**config.mk**
```make
export PLATFORM = sky130hd
export DESIGN_NAME = mem_stage
export DESIGN_NICKNAME = d
export VERILOG_FILES = /design/src/rtl/mem_stage.sv
export SDC_FILE = /design/constraint.sdc
export NUM_CORES = 1
export LEC_CHECK = 0
export ABC_AREA = 1
export CAP_MARGIN = 20
export CORE_ASPECT_RATIO = 0.75
export CORE_UTILIZATION = 47
export DETAILED_ROUTE_END_ITERATION = 16
export GPL_ROUTABILITY_DRIVEN = 0
export PLACE_DENSITY_LB_ADDON = 0.05
export SLEW_MARGIN = 15
export SYNTH_ARGS = -nofsm -noshare
export SYNTH_HDL_FRONTEND = slang
export SYNTH_SLANG_ARGS = --single-unit
```
**constraint.sdc**
```tcl
create_clock -name clk -period 4.5 [get_ports clk]
set_clock_uncertainty 0.2 [all_clocks]
set_input_delay 0.675 -clock clk [delete_from_list [all_inputs] [get_ports clk]]
set_output_delay 0.675 -clock clk [all_outputs]
set_load 0.1 [all_outputs]
```
**src/rtl/mem_stage.sv**
```systemverilog
// Memory stage: issues one data-memory access per load/store, formats load
// results, and stalls the pipeline until the access completes or times out.
module mem_stage #(
    parameter int unsigned MAX_WAIT = 15
) (
    input  logic        clk,
    input  logic        rst,
    input  logic [31:0] alu_result,
    input  logic [31:0] read_data2,
    input  logic        memread,
    input  logic        memwrite,
    input  logic [2:0]  funct3,
    output logic        dmem_req,
    output logic        dmem_we,
    output logic [31:0] dmem_addr,
    output logic [31:0] dmem_wdata,
    output logic [3:0]  dmem_wstrb,
    input  logic        dmem_ack,
    input  logic [31:0] dmem_rdata,
    output logic [31:0] mem_rdata,
    output logic        mem_stall,
    output logic        mem_misalign,
    output logic        mem_timeout
);

    typedef enum logic [1:0] {
        ST_IDLE = 2'd0,
        ST_BUSY = 2'd1,
        ST_DONE = 2'd2
    } state_t;

    // Last counter value that may still see an ack; one more idle BUSY cycle times out.
    localparam logic [7:0] WAIT_LAST = 8'(MAX_WAIT - 1);

    state_t      state_r;
    state_t      state_next_s;
    logic [7:0]  wait_cnt_r;
    logic [1:0]  addr_lo_r;
    logic [2:0]  funct3_r;
    logic        write_r;

    logic        dmem_req_r;
    logic        dmem_we_r;
    logic [31:0] dmem_addr_r;
    logic [31:0] dmem_wdata_r;
    logic [3:0]  dmem_wstrb_r;
    logic [31:0] mem_rdata_r;
    logic        mem_timeout_r;

    logic        access_s;
    logic        misalign_s;
    logic        start_s;
    logic        ack_s;
    logic        timeout_s;
    logic        mem_stall_s;
    logic        mem_misalign_s;

    // funct3[1:0]: 00 byte, 01 half, 10/11 word.
    function automatic logic is_misaligned(input logic [2:0] f3, input logic [1:0] lo);
        logic result;
        case (f3[1:0])
            2'b00:   result = 1'b0;
            2'b01:   result = lo[0];
            default: result = (lo != 2'b00);
        endcase
        return result;
    endfunction

    function automatic logic [3:0] store_strb(input logic [2:0] f3, input logic [1:0] lo);
        logic [3:0] result;
        case (f3[1:0])
            2'b00:   result = 4'b0001 << lo;
            2'b01:   result = 4'b0011 << {lo[1], 1'b0};
            default: result = 4'b1111;
        endcase
        return result;
    endfunction

    // Byte/half data is replicated so every lane carries it; the strobe picks the lane.
    function automatic logic [31:0] store_data(input logic [2:0] f3, input logic [31:0] d);
        logic [31:0] result;
        case (f3[1:0])
            2'b00:   result = {4{d[7:0]}};
            2'b01:   result = {2{d[15:0]}};
            default: result = d;
        endcase
        return result;
    endfunction

    function automatic logic [31:0] load_format(input logic [2:0] f3, input logic [1:0] lo,
                                                input logic [31:0] word);
        logic [31:0] result;
        logic [7:0]  b;
        logic [15:0] h;
        b = word[{lo, 3'b000} +: 8];
        h = word[{lo[1], 4'b0000} +: 16];
        case (f3[1:0])
            2'b00:   result = f3[2] ? {24'h00_0000, b} : {{24{b[7]}}, b};
            2'b01:   result = f3[2] ? {16'h0000, h} : {{16{h[15]}}, h};
            default: result = word;
        endcase
        return result;
    endfunction

    assign access_s   = memread | memwrite;
    assign misalign_s = is_misaligned(funct3, alu_result[1:0]);
    assign start_s    = (state_r == ST_IDLE) && access_s && !misalign_s;
    assign ack_s      = (state_r == ST_BUSY) && dmem_ack;
    assign timeout_s  = (state_r == ST_BUSY) && !dmem_ack && (wait_cnt_r == WAIT_LAST);

    // State register.
    always_ff @(posedge clk) begin
        if (rst) begin
            state_r <= ST_IDLE;
        end else begin
            state_r <= state_next_s;
        end
    end

    // Next-state logic: DONE always returns to IDLE after its single cycle.
    always_comb begin
        state_next_s = state_r;
        case (state_r)
            ST_IDLE: state_next_s = start_s ? ST_BUSY : ST_IDLE;
            ST_BUSY: state_next_s = (ack_s || timeout_s) ? ST_DONE : ST_BUSY;
            ST_DONE: state_next_s = ST_IDLE;
            default: state_next_s = ST_IDLE;
        endcase
    end

    // Combinational stall/misalign so the pipeline freezes in the request cycle itself.
    always_comb begin
        mem_stall_s    = 1'b0;
        mem_misalign_s = 1'b0;
        case (state_r)
            ST_IDLE: begin
                mem_stall_s    = access_s && !misalign_s;
                mem_misalign_s = access_s && misalign_s;
            end
            ST_BUSY: mem_stall_s = 1'b1;
            ST_DONE: mem_stall_s = 1'b0;
            default: mem_stall_s = 1'b0;
        endcase
    end

    assign mem_stall    = mem_stall_s;
    assign mem_misalign = mem_misalign_s;

    // Wait counter: cleared on entry to BUSY, counts BUSY cycles without ack.
    always_ff @(posedge clk) begin
        if (rst) begin
            wait_cnt_r <= 8'd0;
        end else if (start_s) begin
            wait_cnt_r <= 8'd0;
        end else if ((state_r == ST_BUSY) && !dmem_ack) begin
            wait_cnt_r <= wait_cnt_r + 8'd1;
        end else begin
            wait_cnt_r <= wait_cnt_r;
        end
    end

    // Capture access attributes needed later to format the load result.
    always_ff @(posedge clk) begin
        if (rst) begin
            addr_lo_r <= 2'b00;
            funct3_r  <= 3'b000;
            write_r   <= 1'b0;
        end else if (start_s) begin
            addr_lo_r <= alu_result[1:0];
            funct3_r  <= funct3;
            write_r   <= memwrite;
        end else begin
            addr_lo_r <= addr_lo_r;
            funct3_r  <= funct3_r;
            write_r   <= write_r;
        end
    end

    // Registered memory-bus outputs and load result; bus held stable for the whole BUSY phase.
    always_ff @(posedge clk) begin
        if (rst) begin
            dmem_req_r    <= 1'b0;
            dmem_we_r     <= 1'b0;
            dmem_addr_r   <= 32'h0000_0000;
            dmem_wdata_r  <= 32'h0000_0000;
            dmem_wstrb_r  <= 4'b0000;
            mem_rdata_r   <= 32'h0000_0000;
            mem_timeout_r <= 1'b0;
        end else begin
            case (state_r)
                ST_IDLE: begin
                    mem_timeout_r <= 1'b0;
                    if (start_s) begin
                        dmem_req_r   <= 1'b1;
                        dmem_we_r    <= memwrite;
                        dmem_addr_r  <= {alu_result[31:2], 2'b00};
                        dmem_wdata_r <= store_data(funct3, read_data2);
                        dmem_wstrb_r <= memwrite ? store_strb(funct3, alu_result[1:0]) : 4'b0000;
                    end
                end
                ST_BUSY: begin
                    if (ack_s) begin
                        dmem_req_r   <= 1'b0;
                        dmem_we_r    <= 1'b0;
                        dmem_wstrb_r <= 4'b0000;
                        if (!write_r) begin
                            mem_rdata_r <= load_format(funct3_r, addr_lo_r, dmem_rdata);
                        end
                    end else if (timeout_s) begin
                        dmem_req_r    <= 1'b0;
                        dmem_we_r     <= 1'b0;
                        dmem_wstrb_r  <= 4'b0000;
                        mem_rdata_r   <= 32'h0000_0000;
                        mem_timeout_r <= 1'b1;
                    end
                end
                ST_DONE: begin
                    mem_timeout_r <= 1'b0;
                end
                default: begin
                    dmem_req_r    <= 1'b0;
                    dmem_we_r     <= 1'b0;
                    dmem_wstrb_r  <= 4'b0000;
                    mem_timeout_r <= 1'b0;
                end
            endcase
        end
    end

    assign dmem_req    = dmem_req_r;
    assign dmem_we     = dmem_we_r;
    assign dmem_addr   = dmem_addr_r;
    assign dmem_wdata  = dmem_wdata_r;
    assign dmem_wstrb  = dmem_wstrb_r;
    assign mem_rdata   = mem_rdata_r;
    assign mem_timeout = mem_timeout_r;

endmodule

```
Yosys cells after proc, flatten, opt, wreduce, memory -nomap -nowiden
Cells that the tools add are included.
Storage, ports and cells
  flip-flop bits (word level): 117
  bits in latches: 0
  RAM bits: 0
  memory bits (read-only): 0
  output and inout bits: 105
  memories kept: 0
Cells by class
  add/sub/neg operators: 1
  multiply operators: 0
  div/mod/pow operators: 0
  $lt $le $gt $ge: 0
  eq/ne operators: 8
  shift operators: 4
  multiplexer cells: 25
  bitwise operators: 4
  reductions and logical operators: 21
Operators with widths (number)
  $mux W32: 5
  $pmux W32 S2: 2
  $shiftx A32 B6 Y16: 1
  $shiftx A32 B6 Y8: 1
  $mux W4: 4
  $pmux W4 S3: 1
  $add A8 B1 Y8 const B: 1
  $eq A8 B4 Y1 const B: 1
  $pmux W4 S2: 1
  $logic_and A1 B1 Y1: 7
  $eq A2 B1 Y1 const B: 3
  $logic_not A2 Y1: 3
  $mux W1: 6
  $pmux W1 S3: 2
  $reduce_and A3 Y1: 2
  $ne A2 B2 Y1 const B: 2
  $pmux W1 S2: 2
  $pmux W2 S2: 1
  $reduce_and A2 Y1: 2
  $reduce_bool A2 Y1: 2
  $reduce_or A2 Y1: 2
  $shl A1 B2 Y4 const A: 1
  $shl A2 B2 Y4 const A: 1
  $ne A3 B3 Y1 const B: 1
  6 further kinds: 9

Logic depth before layout (Yosys ltp)
Gate-level depths: netlist (run 1).
  depth in word-level cells: 6
  gate-level depth with buffers: 11
  mapped depth without buffers: 9

Least setup slack after synthesis (run 1)
No wires, ideal clock.
  path kind: input port to output port
  from: input funct3[1]
  to: output mem_misalign
  arrival time: 2.946 ns
  data required time: 3.625 ns
  setup slack: 0.679 ns
  cell stages on the path: 3
  cell sequence: buf_2 > o21ai_1 > nor3_1
Between the ends
  longest elaborated chain between the ends: 4
  elaborated cells on any way between the ends: 5
  those cells by class: eq/ne (1); mux (2); reduce/logical (2)
Ends and longest elaborated chain
  from (decl): RTL line 12  | input logic [2:0] funct3,
  $eq A2 B1 Y1 / $logic_not A2 Y1 (equally long branches): RTL line 61  | case (f3[1:0])
  $pmux W1 S2 (*): RTL line 61
  $logic_and A1 B1 Y1 (*): RTL line 138  | mem_misalign_s = access_s && misalign_s;
  $mux W1 (*): RTL line 135  | case (state_r)
  to (decl): RTL line 22  | output logic mem_misalign,
Every way passes the cells marked *; elsewhere a longest branch is shown, timed or not.

Worst setup path after layout (run 1)
  from: input funct3[0]
  to: output mem_stall
Between the ends
  longest elaborated chain between the ends: 5
  elaborated cells on any way between the ends: 6
  those cells by class: eq/ne (1); mux (2); reduce/logical (3)
Ends and longest elaborated chain
  $eq A2 B1 Y1 / $logic_not A2 Y1 (equally long branches): RTL line 61
  $pmux W1 S2 (*): RTL line 61
  $logic_not A1 Y1 (*): RTL line 137  | mem_stall_s = access_s && !misalign_s;
  $logic_and A1 B1 Y1 (*): RTL line 137
  $pmux W1 S2 (*): RTL line 135
  to (decl): RTL line 21  | output logic mem_stall,
Marks and branches as above.

==> impl_metrics.toml, run 1 <==
[status]
status = "finished, final reports clean"

[clock_network]
max-clock-path-buffers = 2
htreeDepth = 4
clock_latency_ns = 0.41
cts_tree = "yes"
post_cts.repair.setup_buffers = 0
cts_inserted_buffers = 17
cts-root-buf = "clkbuf_16"
clk_pin_slew_worst_paths_ns = 0.05
cts_resized = 0
hold_buffers = 0
cts_sinks = 117

[cells_and_area]
fin_area_sq_um = 7850
drive_gt1_share_pct = 7.68
fillers = 814
syn_to_final_growth_pct = 52.0
utilization_pct = 74.8
diodes = 0
nets = 1019
stdcell_count = 1061

[placement]
dp_worst_setup_slack_ns = 1.25
hpwl_mm = 11.3
place_area_sq_um = 7230
dp.cells = 1030
port_buffers = 206

[floorplan]
die_w_um = 123
die_h_um = 92.8
start_util_pct = 49.2
core_sq_um = 10500
top_level_ports = 209
rows = 32
die-area_sq_um = 11400

[worst_setup_path]
cp-start-kind = "input port"
path_max_fanout = 13
arrival_ns = 2.24
rrSetupSlack_ns = 1.85
criticalPathCategory = "in2out"
crit_path_end_kind = "output pin"
r2r_end = "mem_rdata[17]"
timing.rr.start = "funct3_r[1]"
crit_required_ns = 3.62
r2r.worst_path.cells = 9

[synth]
ys_ff_latch = 117
synthCells = 729
synth_area_per_cell_sq_um = 7.08
yosysWarnings = 0
synth_area_sq_um = 5160
ys_types = 33
seq_area_frac_synth_pct = 45.3

[sta]
hold_slack_ns = 0.266
rsz0062_at_grt = "no"
layout_setup_ws_ns = 1.38
finalSetupViolCount = 0
fin_crit_sh_pct = 69.3
max_freq_ghz = 0.321
drv_slew = 0
setup-tns-final_ns = 0
tightest_slew_ns = 1.07
slew_headroom_pct = 28.4
hold_viol_final = 0
min_period_ns = 3.12

[min_path]
holdCritPathClass = "reg2reg"
min-delay-start = "mem_rdata[21]"
holdPathEnd = "mem_rdata[21]"
holdPathStages = 2

[grt]
antenna_found_initial = 0
grt_max_degree = 47
grt_pass1_wl_mm = 25.2
grtUsageTotal_pct = 28.5
grt_pass1_vias = 5259
grt_overflow = 0

[pwr]
powerDensity_nw_per_um2 = 478
leakage_nw = 3.05
finalPower_mw = 3.75
ir_drop_mv = 0.315

[drt]
drt-pass1-iter-count = 5
drt_iter0_markers = 409
wire_per_inst_um = 15.2
ant_nets = 0
wl_mm = 16.1
vias = 5614
avgViaCountPerCell = 5.29
drc_errors = 0

[run]
max-cap-violations = 0
[layout make-up]
type                       count  area, sq um  area share (%)
timing repair buffer         213         2130            27.1
multi-input combinational    527         2450            31.2
sequential                   117         2340            29.8
clock inverter                 8          121            1.55
inverter                      37          139            1.77
clock buffer                  23          498            6.34
tap                          136          170            2.17
[placed cells by master, fill, tap and decap left out, drive strengths merged, types with 4 or more instances in the layout]
| cell | instances |
|---|---|
| nor2 | 100 |
| inv | 37 |
| a31oi | 8 |
| nand2 | 177 |
| clkbuf | 23 |
| o21a | 6 |
| clkinv | 4 |
| nor3 | 4 |
| a21oi | 90 |
| clkdlybuf4s50 | 204 |
| or2 | 5 |
| dfxtp | 117 |
| nand3 | 38 |
| o21ai | 90 |
| buf | 9 |
[cell families after synthesis]
family / after synthesis / share of synthesized area [%]
buffers and inverters: 86 / 7.32
other: 1 / 0.0726
flip-flops: 117 / 45.3
XOR/XNOR: 4 / 0.678
AND/OR/NAND/NOR: 325 / 26.4
AO/OA/AOI/OAI: 194 / 19.7
adder cells (fa/ha/maj): 2 / 0.484
[worst max-delay path: stages]
cell and delay, ns:
clkdlybuf4s50_1 0.77, o21ai_1 0.17, nand2_1 0.26, nand2_1 0.17
buf_12 0.20
[cells in the mapped netlist, drive strengths merged]
library cell	instances	area, sq um
a31oi	8	50.1
ha	2	25.0
buf	21	133
xnor2	3	26.3
inv	37	139
or2	5	31.3
dfxtp	117	2340
a21oi	90	469
nand2	177	679
o21a	6	45.0
xor2	1	8.76
o21ai	90	454
nor2	100	398
conb	1	3.75
clkbuf	28	106
nand3	38	228
nor3	4	20.0
nand4	1	6.26
[per-layer routing]
layer  vias to the layer above  track usage [%]  wire (um)
li1                       2743                -          -
met1                      2585             34.0       6480
met2                       255             45.8       7700
met3                        31             10.8       1620
met4                         0             12.0        316
met5                         -                0          0
[worst max-delay path by stage]
stage,cells past startpoint,from,end,slack [ns]
after global routing,5,funct3[0],mem_stall,1.25
final,5,funct3[0],mem_stall,1.38
after floorplan,3,funct3[1],mem_misalign,0.68
after CTS,5,funct3[0],mem_stall,1.41
after detailed placement,7,funct3[0],dmem_wdata[19],1.25
after global placement,7,funct3[0],dmem_wdata[19],1.34
[power by group]
group          leakage, nW  switching (mW)  internal (mW)
Clock                0.305           0.463          0.939
Sequential           0.960          0.0607           1.12
Combinational         1.79           0.859          0.308
Total                 3.05            1.38           2.37
[sequential cells by signal, summed over array words and instances, names as in the netlist, 2 cells and up]
name,flops
state_r,2
mem_rdata,32
dmem_wdata,32
dmem_addr,30
dmem_wstrb,4
addr_lo_r,2
wait_cnt_r,8
funct3_r,3
Power figures use the tool's default switching activity.
==> run 2, diff against run 1 <==
--- a/config.mk
+++ b/config.mk
@@ -8,7 +8,7 @@
 export ABC_AREA = 1
 export CAP_MARGIN = 20
 export CORE_ASPECT_RATIO = 0.75
-export CORE_UTILIZATION = 47
+export CORE_UTILIZATION = 39
 export DETAILED_ROUTE_END_ITERATION = 16
 export GPL_ROUTABILITY_DRIVEN = 0
 export PLACE_DENSITY_LB_ADDON = 0.05
==> constraint.sdc (replaced) <==
create_clock -name clk -period 2.8 [get_ports clk]
set_clock_uncertainty 0.2 [all_clocks]
set_input_delay 0.42 -clock clk [delete_from_list [all_inputs] [get_ports clk]]
set_output_delay 0.42 -clock clk [all_outputs]
set_load 0.1 [all_outputs]
==> run 2 against run 1 <==
Routed wire length is 2.1% lower. Combinational power is 60% higher. Critical path type unchanged. Largest power group unchanged. Via count is 2.1% lower. Largest cell class unchanged. Critical endpoint unchanged. Clock power is 47% higher. Clock-buffer cell count is 2 lower. Total power is 55% higher. Sequential power is 59% higher. Register-to-register slack worse by 1.2 ns. Hold slack worse by 0.00077 ns. Highest routed layer unchanged.
==> impl_metrics.toml, run 2 (synthesis gave the netlist of run 1 again) <==
[worst_setup_path]
cp-start-kind = "input port"
arrival_ns = 1.80
criticalPathCategory = "in2out"
timing.rr.start = "wait_cnt_r[0]"
crit_path_end_kind = "output pin"
rrSetupSlack_ns = 0.69
r2r_end = "mem_rdata[24]"
r2r.worst_path.cells = 7
path_max_fanout = 7
crit_required_ns = 2.18

[sta]
drv_slew = 0
layout_setup_ws_ns = 0.382
finalSetupViolCount = 0
setup-tns-final_ns = 0
rsz0062_at_grt = "no"
max_freq_ghz = 0.414
tightest_slew_ns = 0.767
min_period_ns = 2.42
slew_headroom_pct = 48.7
hold_viol_final = 0
fin_crit_sh_pct = 86.3

[drt]
drc_errors = 0
avgViaCountPerCell = 4.99
wl_mm = 15.8
ant_nets = 0
wire_per_inst_um = 14.3
drt_iter0_markers = 273
drt-pass1-iter-count = 5
vias = 5497

[pwr]
leakage_nw = 3.24
p_switching_mw = 2.21
intPower_mw = 3.59
pwr-share-clk_pct = 35.5
ir_drop_mv = 0.455
p_sw_share_pct = 38.1
pwr-share-seq_pct = 32.3
combPwrFrac_pct = 32.2
powerDensity_nw_per_um2 = 757

[min_path]
holdPathStages = 2
holdCritPathClass = "reg2reg"
min-delay-start = "mem_rdata[3]"
holdPathEnd = "mem_rdata[3]"

[clock_network]
cts-root-buf = "clkbuf_16"
cts_tree = "yes"
clock_latency_ns = 0.40
cts_resized = 0
max-clock-path-buffers = 2
clk_pin_slew_worst_paths_ns = 0.05
post_cts.repair.setup_buffers = 0
htreeDepth = 4
cts_sinks = 117
cts_inserted_buffers = 17
hold_buffers = 0

[floorplan]
rows = 36
start_util_pct = 39.8
die_w_um = 135
die_h_um = 102
top_level_ports = 209
core_sq_um = 13000
die-area_sq_um = 13700

[status]
status = "finished, final reports clean"

[cells_and_area]
nets = 1025
final_cell_mix = "nand2_1 (173), dfxtp_1 (117), buf_4 (111)"
final_common_cell = "nand2_1"
fillers = 1225
multi_input_area_sq_um = 2460
drive_gt1_share_pct = 19.0
diodes = 0
seq_area_sq_um = 2340
syn_to_final_growth_pct = 48.6

[grt]
grt_pass1_vias = 5169
grt_max_degree = 56
grtUsageTotal_pct = 23.5
antenna_found_initial = 0
grt_overflow = 0
grt_pass1_wl_mm = 25.2

[placement]
port_buffers = 206
hpwl_mm = 11.2
dp_worst_setup_slack_ns = 0.298

[run]
max-cap-violations = 0
==> run 2: cell count changes in the layout (fill, tap and decap cells not counted), moves of 2 or more <==
cell,before,now
buf_4,7,111
clkdlybuf4s50_1,204,103
buf_12,1,5
clkbuf_8,5,1
clkbuf_1,1,3
clkinv_2,3,5
clkinvlp_4,1,3
==> run 2: worst max-delay path: stages <==
cell and delay, ns:
clkdlybuf4s50_1 0.53, nand2_1 0.07, nand2_1 0.05, o21ai_1 0.09, nand2_1 0.28, nand2_1 0.16, buf_12 0.20
==> run 2: how the worst max path moves through the flow <==
stage                  start       endpoint  slack (ns)  cells after the start
5_1_grt        alu_result[1]      mem_stall        0.29                      7
3_5_place_dp   alu_result[1]  wait_cnt_r[6]        0.30                     10
6_report       alu_result[1]      mem_stall        0.38                      7
2_1_floorplan      funct3[1]   mem_misalign        0.34                      3
3_3_place_gp        dmem_ack  mem_rdata[22]        0.07                      7
4_1_cts        alu_result[1]      mem_stall        0.38                      7
==> run 2: area by class of cell <==
type	instances	area share (%)
Multi-Input combinational cell	527	32.0
Timing Repair Buffer	219	25.6
Clock buffer	21	5.87
Inverter	37	1.81
Clock inverter	10	1.40
Tap cell	171	2.79
Sequential cell	117	30.5
==> run 2: through the flow <==
stage	hold WS, ns	instance area [sq um]	total power, mW	std cells	utilization [%]
2_1_floorplan	0.260	5170	3.28	730	-
3_3_place_gp	0.249	7110	3.76	1071	54.8
3_5_place_dp	0.260	7120	3.78	1071	54.9
4_1_cts	0.269	7680	5.86	1102	59.2
5_1_grt	0.290	7680	6.06	1102	59.2
6_report	0.265	7680	5.81	1102	59.2
==> run 2: metal layers <==
| metal | GRT usage, % | vias up | wire length [um] | part of all wire [%] |
|---|---|---|---|---|
| met5 | 0 | - | 0 | 0 |
| met4 | 8.12 | 0 | 218 | 1.4 |
| met3 | 9.06 | 20 | 1450 | 9.2 |
| met2 | 36.9 | 197 | 7150 | 45 |
| met1 | 29.5 | 2522 | 6960 | 44 |
| li1 | - | 2758 | - | - |
==> run 2: power by group through the flow <==
| stage | logic (mW) | clock network, mW | registers (mW) |
|---|---|---|---|
| 5_1_grt | 1.98 | 2.19 | 1.89 |
| 3_3_place_gp | 1.86 | 0 | 1.91 |
| 4_1_cts | 1.87 | 2.10 | 1.88 |
| 3_5_place_dp | 1.87 | 0 | 1.91 |
| 2_1_floorplan | 0.511 | 0 | 2.77 |
| 6_report | 1.87 | 2.06 | 1.88 |
